**config.mk**
```make
export PLATFORM = sky130hd
export DESIGN_NAME = demux_stream
export DESIGN_NICKNAME = d
export VERILOG_FILES = /design/src/rtl/demux_pkg.sv /design/src/rtl/demux_slot.sv /design/src/rtl/demux_stream.sv
export SDC_FILE = /design/constraint.sdc
export NUM_CORES = 1
export LEC_CHECK = 0
export CELL_PAD_IN_SITES_DETAIL_PLACEMENT = 2
export CELL_PAD_IN_SITES_GLOBAL_PLACEMENT = 2
export CORE_MARGIN = 10
export CORE_UTILIZATION = 32
export DETAILED_ROUTE_END_ITERATION = 6
export PLACE_DENSITY = 0.84
export RECOVER_POWER = 25
export SLEW_MARGIN = 15
export SYNTH_ARGS = -nofsm -noshare
export SYNTH_HDL_FRONTEND = slang
export SYNTH_HIERARCHICAL = 1
export SYNTH_SLANG_ARGS = --single-unit
```
**constraint.sdc**
```tcl
create_clock -name clk -period 3.9 [get_ports clk]
set_clock_uncertainty 0.1 [all_clocks]
set_input_delay 1.17 -clock clk [delete_from_list [all_inputs] [get_ports clk]]
set_output_delay 1.17 -clock clk [all_outputs]
set_load 0.005 [all_outputs]
```
**src/rtl/demux_pkg.sv**
```systemverilog
// demux_pkg: shared types and constants for the demux_stream slice.
//   demux_state_t : packet-lock FSM states (IDLE, LOCK)
//   CNT_W         : width of the per-channel delivered-beat counters
// Optional feature macro used by the slice: DEMUX_CNT_EN (per-channel beat counters).
package demux_pkg;

   typedef enum logic [0:0] {
      IDLE = 1'b0,
      LOCK = 1'b1
   } demux_state_t;

   localparam int CNT_W = 16;

endpackage

```
**src/rtl/demux_slot.sv**
```systemverilog
// demux_slot: one-entry output register with valid/ready for a single channel.
// Ports:
//   clk, rst_n          : clock, asynchronous active-low reset
//   load                : capture in_data/in_last this edge (wins over drain)
//   in_data, in_last    : beat to capture
//   ready               : downstream sink ready
//   out_data, out_last  : held beat (not zeroed when drained)
//   out_valid           : slot holds a beat
//   cnt                 : delivered-beat counter, only with DEMUX_CNT_EN
module demux_slot
   import demux_pkg::*;
#(
   parameter int W = 4
) (
   input  logic             clk,
   input  logic             rst_n,
   input  logic             load,
   input  logic [W-1:0]     in_data,
   input  logic             in_last,
   input  logic             ready,
   output logic [W-1:0]     out_data,
   output logic             out_last,
   output logic             out_valid
`ifdef DEMUX_CNT_EN
   ,
   output logic [CNT_W-1:0] cnt
`endif
);

   logic [W-1:0] data_r;
   logic         last_r;
   logic         valid_r;

   // Slot register: a load overrides a simultaneous drain so there is no bubble.
   always_ff @(posedge clk or negedge rst_n) begin
      if (!rst_n) begin
         data_r  <= '0;
         last_r  <= 1'b0;
         valid_r <= 1'b0;
      end else if (load) begin
         data_r  <= in_data;
         last_r  <= in_last;
         valid_r <= 1'b1;
      end else if (ready) begin
         valid_r <= 1'b0;
      end else begin
         valid_r <= valid_r;
      end
   end

   assign out_data  = data_r;
   assign out_last  = last_r;
   assign out_valid = valid_r;

`ifdef DEMUX_CNT_EN
   logic [CNT_W-1:0] cnt_r;

   // Delivered-beat counter: counts output handshakes, wraps naturally.
   always_ff @(posedge clk or negedge rst_n) begin
      if (!rst_n) begin
         cnt_r <= '0;
      end else if (valid_r && ready) begin
         cnt_r <= cnt_r + CNT_W'(1);
      end else begin
         cnt_r <= cnt_r;
      end
   end

   assign cnt = cnt_r;
`endif

endmodule

```
**src/rtl/demux_stream.sv**
```systemverilog
// demux_stream: 1:N streaming demultiplexer with valid/ready handshake,
// a registered slot per channel and packet-level select locking.
// Ports:
//   clk, rst_n                  : clock, asynchronous active-low reset
//   in_data/in_sel/in_last      : input beat, destination (sampled on packet start), end of packet
//   in_valid / in_ready         : input handshake (in_ready is combinational, independent of in_valid)
//   out_data[k*W +: W]          : channel k beat
//   out_last/out_valid/out_ready: per-channel flags and handshake
//   err                         : one-cycle pulse per beat dropped for an out-of-range select
//   beat_cnt[k*16 +: 16]        : per-channel delivered-beat counters, only with DEMUX_CNT_EN
module demux_stream
   import demux_pkg::*;
#(
   parameter  int W  = 4,
   parameter  int N  = 4,
   localparam int SW = $clog2(N)
) (
   input  logic               clk,
   input  logic               rst_n,
   input  logic [W-1:0]       in_data,
   input  logic [SW-1:0]      in_sel,
   input  logic               in_last,
   input  logic               in_valid,
   output logic               in_ready,
   output logic [N*W-1:0]     out_data,
   output logic [N-1:0]       out_last,
   output logic [N-1:0]       out_valid,
   input  logic [N-1:0]       out_ready,
   output logic               err
`ifdef DEMUX_CNT_EN
   ,
   output logic [N*CNT_W-1:0] beat_cnt
`endif
);

   // N widened by one bit so the range check also works when N == 2**SW.
   localparam logic [SW:0] N_S = (SW+1)'(N);

   demux_state_t  state_r;
   demux_state_t  state_nxt_s;
   logic [SW-1:0] lock_sel_r;
   logic [SW-1:0] lock_sel_nxt_s;
   logic [SW-1:0] eff_sel_s;
   logic          in_range_s;
   logic          sel_ready_s;
   logic          in_xfer_s;
   logic          err_r;
   logic [N-1:0]  load_s;
   logic [N-1:0]  out_valid_s;

   // Effective select: live in_sel at packet start, latched select inside a packet.
   always_comb begin
      eff_sel_s = in_sel;
      case (state_r)
         IDLE:    eff_sel_s = in_sel;
         LOCK:    eff_sel_s = lock_sel_r;
         default: eff_sel_s = in_sel;
      endcase
   end

   // Readiness mux: an out-of-range select matches no slot and stays ready so the beat is dropped.
   always_comb begin
      in_range_s  = ({1'b0, eff_sel_s} < N_S);
      sel_ready_s = 1'b1;
      for (int k = 0; k < N; k++) begin
         if (eff_sel_s == SW'(k)) begin
            sel_ready_s = !out_valid_s[k] || out_ready[k];
         end else begin
            sel_ready_s = sel_ready_s;
         end
      end
   end

   assign in_ready  = sel_ready_s;
   assign in_xfer_s = in_valid && sel_ready_s;

   // Slot load decode: exactly the selected in-range slot on an input transfer.
   always_comb begin
      load_s = '0;
      for (int k = 0; k < N; k++) begin
         load_s[k] = in_xfer_s && (eff_sel_s == SW'(k));
      end
   end

   // Packet-lock FSM next-state logic.
   always_comb begin
      state_nxt_s    = state_r;
      lock_sel_nxt_s = lock_sel_r;
      case (state_r)
         IDLE: begin
            if (in_xfer_s && !in_last) begin
               state_nxt_s    = LOCK;
               lock_sel_nxt_s = in_sel;
            end else begin
               state_nxt_s = IDLE;
            end
         end
         LOCK: begin
            if (in_xfer_s && in_last) begin
               state_nxt_s = IDLE;
            end else begin
               state_nxt_s = LOCK;
            end
         end
         default: begin
            state_nxt_s = IDLE;
         end
      endcase
   end

   // FSM state, locked select and drop-error pulse registers.
   always_ff @(posedge clk or negedge rst_n) begin
      if (!rst_n) begin
         state_r    <= IDLE;
         lock_sel_r <= '0;
         err_r      <= 1'b0;
      end else begin
         state_r    <= state_nxt_s;
         lock_sel_r <= lock_sel_nxt_s;
         err_r      <= in_xfer_s && !in_range_s;
      end
   end

   assign err       = err_r;
   assign out_valid = out_valid_s;

   for (genvar k = 0; k < N; k++) begin : g_slot
      demux_slot #(
         .W (W)
      ) u_slot (
         .clk       (clk),
         .rst_n     (rst_n),
         .load      (load_s[k]),
         .in_data   (in_data),
         .in_last   (in_last),
         .ready     (out_ready[k]),
         .out_data  (out_data[k*W +: W]),
         .out_last  (out_last[k]),
         .out_valid (out_valid_s[k])
`ifdef DEMUX_CNT_EN
         ,
         .cnt       (beat_cnt[k*CNT_W +: CNT_W])
`endif
      );
   end

endmodule

```
[Word level (Yosys, flattened, before mapping)]
Index checks and enable logic that the tools add are counted.
Cells by class
  multiplexer cells: 16
  reduce and logical (&&, ||, !) cells: 22
  eq/ne operators: 3
  bitwise gates (word level): 1
Operators with widths (number)
  2-to-1 mux 1 bit: 14
  nonzero test 2 bit: 4
  logical AND 1 bit: 7
  logical NOT 1 bit: 5
  == test 2 bit, second input constant: 2
  logical OR 1 bit: 4
  one-hot mux 2 bit (2 select lines): 1
  == test 2 x 1 -> 1 bit, second input constant: 1
  logical NOT 2 bit: 1
  one-hot mux 1 bit (2 select lines): 1
  AND reduction 2 bit: 1
  NOT 1 bit: 1
Storage, ports and cells
  bits of input ports: 14
  register bits: 27

[Longest topological paths before layout]
  word-level depth: 11
  gate-level depth with buffers: 6

[Modules after synthesis]
Netlist, hierarchy kept.
By module, submodules not included
  demux_slot: seq. area each 150.1 um^2, instances 4, area each 249.0 um^2, cells an instance 14
  demux_stream: seq. area each 75.1 um^2, instances 1, area each 261.5 um^2, cells an instance 31

[Least setup slack after synthesis]
No wires, ideal clock.
  kind: input to output
  from: input port in_sel[0]
  to: output port in_ready
  slack: 0.835 ns
  data required time: 2.630 ns
  stages on the path: 3
  data arrival time: 1.795 ns
  cells stage by stage: mux2i_2 > mux2i_1 > mux2i_2
Between the ends
  word-level cells in the longest chain between the ends: 6
  elaborated cells on any way between the ends: 9
  classes of those cells: eq/ne: 3; mux: 5; reduce/logical: 1
RTL lines
  start, declared: RTL line demux_stream.sv:21  | input logic [SW-1:0] in_sel,
  one-hot mux 2 bit (2 select lines) (*): RTL line demux_stream.sv:54  | case (state_r)
  logical NOT 2 bit: RTL line demux_stream.sv:66  | if (eff_sel_s == SW'(k)) begin
  2-to-1 mux 1 bit (3 in a row): RTL line demux_stream.sv:66
  2-to-1 mux 1 bit (*): RTL line demux_stream.sv:66
  end, declared: RTL line demux_stream.sv:24  | output logic in_ready,
Every way passes the cells marked *; elsewhere a longest branch is shown, timed or not.

[Final worst setup path]
Ends and elaborated chain as after synthesis.

==> metrics.md <==
| Metric | Value |
|---|---|
| Status | `finished, final reports clean` |
| Grt total ovfl | `0` |
| Slew @ Worst Pin | `1410 ps` |
| 1st-iter DRT viols | `16` |
| Sw power | `402 uW` |
| Clk pwr share | `11.1%` |
| Part of the power in combinational logic | `51.5%` |
| Post-synth top area share | `53.7%` |
| Max cap viols | `0` |
| Die Span Y | `82.7 um` |
| Final hold violation count | `0` |
| Drt via density | `4.56` |
| Total Wirelength | `3340 um` |
| Most frequent cells in the layout | `36 x clkdlybuf4s50_1, 27 x dfrtp_1, 20 x mux2_4` |
| CP Cell Sequence | `clkdlybuf4s50_1 > mux2i_4 > mux2i_1 > mux2i_2 > dlygate4sd2_1` |
| Port bufs | `38` |
| IO Pins | `40` |
| Normalized max-slew margin | `5.83%` |
| Cell Area, Synth | `0.00126 mm2` |
| Hold-fix buffers, CTS | `0` |
| Seq pwr share | `37.4%` |
| Req. time, crit path | `2630 ps` |
| CP Buf/Inv Count | `2` |
| Setup-failing EPs final | `0` |
| Layout cells sized above 1 | `30.1%` |
| Post-route ant nets | `0` |
| Critical Path Slowest Stage Cell | `clkdlybuf4s50_1` |
| CP Capture Type | `output port` |
| Die ar. | `0.00684 mm2` |
| CTS tree | `done` |
| Initial core utilization | `33.6%` |
| Final Max Slew Viols | `0` |
| Deepest clock path buffer count | `2` |
| #FFs+latches synth | `27` |
| RSZ-0062 raised after global routing | `false` |
| Vias in the first global route | `982` |
| Crit share post-route | `97.9%` |
| Sw frac | `29.1%` |
| Diode count | `0` |
| DR pass1 iterations | `2` |
| Clock sinks | `27` |
| Peak Freq | `262 MHz` |
| Clock Latency Late Sink | `270 ps` |
| H-tree Lvls | `1` |
| Post-route cell area | `0.00177 mm2` |
| CTS Root Buffer Type | `clkbuf_8` |
| Post-synth cell types | `19` |
| Syn Nets | `101` |
| Area after DPL | `0.00171 mm2` |
| Core box area | `0.00374 mm2` |
| Arrival time at the worst endpoint | `2550 ps` |
| FP Rows | `22` |
| GRT Util Overall | `10.2%` |
| Post-synth top area cell | `dfrtp_1` |
| # nets final | `148` |
| Initial antenna violation count | `0` |
| Largest net degree at the start of global routing | `28` |
| Int Power | `978 uW` |
| Commonest non-fill, non-tap cell in the layout | `clkdlybuf4s50_1` |
| VDD IR max | `0.000376 V` |
| CP Max Fanout | `3` |
| Util after Layout | `47.2%` |
| Cell Pwr Density | `782 mW/mm2` |
| Critical Path Max Stage Delay | `460 ps` |
| RD Place Congestion | `0.754` |
| CP top delay family | `buffers and inverters` |
| Yosys Warn Count | `6` |
| CP startpoint kind | `input port` |
| Synth area leaders | `dfrtp_1 54%, mux2_4 24%, buf_6 3.6%, nand2b_1 3.0%, a21o_2 2.8%` |
| HPWL Detailed | `2650 um` |
| Via count | `826` |
| Min Hold Slack | `425 ps` |
| # DRC | `0` |
| Post-synthesis sequential area ratio | `53.7%` |
| Post-Synthesis Cells | `87` |
| Mean Syn Cell Area | `14.5 um2` |
| Area growth syn-to-layout | `40.5%` |
| Num CTS Buffers | `3` |
| Die width | `82.7 um` |
| First-pass GRT wire length | `5290 um` |
| Cell leakage power | `0.000797 uW` |
| Crit Path Class | `input port to output port` |
| Minimum clock period | `3820 ps` |
| WL per Instance | `18.5 um` |
| Worst Hold Class | `flop to flop` |
| Clock Pin Slew Worst Setup and Hold Paths | `90 ps` |
-- cells in the mapped netlist (all sizes together) --
| cell type | number |
|---|---|
| or2 | 1 |
| nor3b | 1 |
| buf | 5 |
| a21oi | 1 |
| inv | 4 |
| o2bb2ai | 1 |
| nand2b | 6 |
| conb | 1 |
| a31oi | 1 |
| a21o | 4 |
| mux2i | 4 |
| nor2 | 4 |
| dfrtp | 27 |
| mux2 | 22 |
| nand2 | 5 |
-- timing repair --
action,4_1_cts,5_1_grt
endpoints found under the setup margin,1,0
resized for setup,3,0
buffers inserted,1,0
-- registers in the layout (all words and copies together) (netlist names), named ones only --
register,count
g_slot.u_slot/out_valid,4
g_slot.u_slot/out_data,16
g_slot.u_slot/out_last,4
lock_sel_r,2
-- power by group through the flow --
stage          clock [uW]  combinational, uW  sequential, uW
2_1_floorplan           0                336             509
3_3_place_gp            0                686             509
3_5_place_dp            0                707             518
4_1_cts               158                728             520
5_1_grt               171                760             536
6_report              153                711             516
-- through the flow --
stage | power [uW] | TNS (ps) | setup slack, ps | instances
final | 1380 | 0 | 83.8 | 181
after global routing | 1470 | 0 | 19.5 | 181
after CTS | 1410 | 0 | 76.7 | 181
after detailed placement | 1220 | -183 | -183 | 176
after global placement | 1190 | -114 | -114 | 176
after floorplan | 846 | 0 | 835 | 87
-- layer usage --
metal	share of wire [%]	GRT usage, %	routed length (um)
met1	36	10.3	1190
met5	0	0	0
met3	8.7	4.75	292
met2	55	19.5	1850
met4	0	0.502	0
-- logic make-up after synthesis --
logic type / share of synthesized area (%)
other: 0.298
DFF: 53.7
AOI/OAI and AO/OA: 4.38
buffers and inverters: 5.37
and+or+nand+nor: 6.77
muxes: 29.5
-- worst register-to-register path, stage by stage (launching register included) --
cell and delay (ps):
dfrtp_1 470, mux2_2 400, buf_4 160, or2_1 260, nor2_1 410, buf_4 240, mux2_4 300
-- layout make-up --
cell class	instances	area, um2
Tap cell	48	60.1
Clock buffer	3	41.3
Fill cell	380	1980
Multi-Input combinational cell	51	527
Clock inverter	1	5.00
Inverter	4	15.0
Timing Repair Buffer	47	443
Sequential cell	27	676
-- final timing paths --
kind	startpoint	end	slack [ps]	depth (start not counted)
hold reg to reg	g_slot[1].u_slot/out_data[0]	g_slot[1].u_slot/out_data[0]	420	1
hold / removal	g_slot[1].u_slot/out_data[0]	g_slot[1].u_slot/out_data[0]	420	1
setup reg to reg	flop	g_slot[0].u_slot/out_data[1]	1460	6
min in group asynchronous	rst_n	g_slot[1].u_slot/out_valid	1660	2
max in group asynchronous	rst_n	g_slot[2].u_slot/out_data[0]	1220	2
setup / recovery	in_sel[0]	in_ready	80	5
Power figures use the tool's default switching activity.
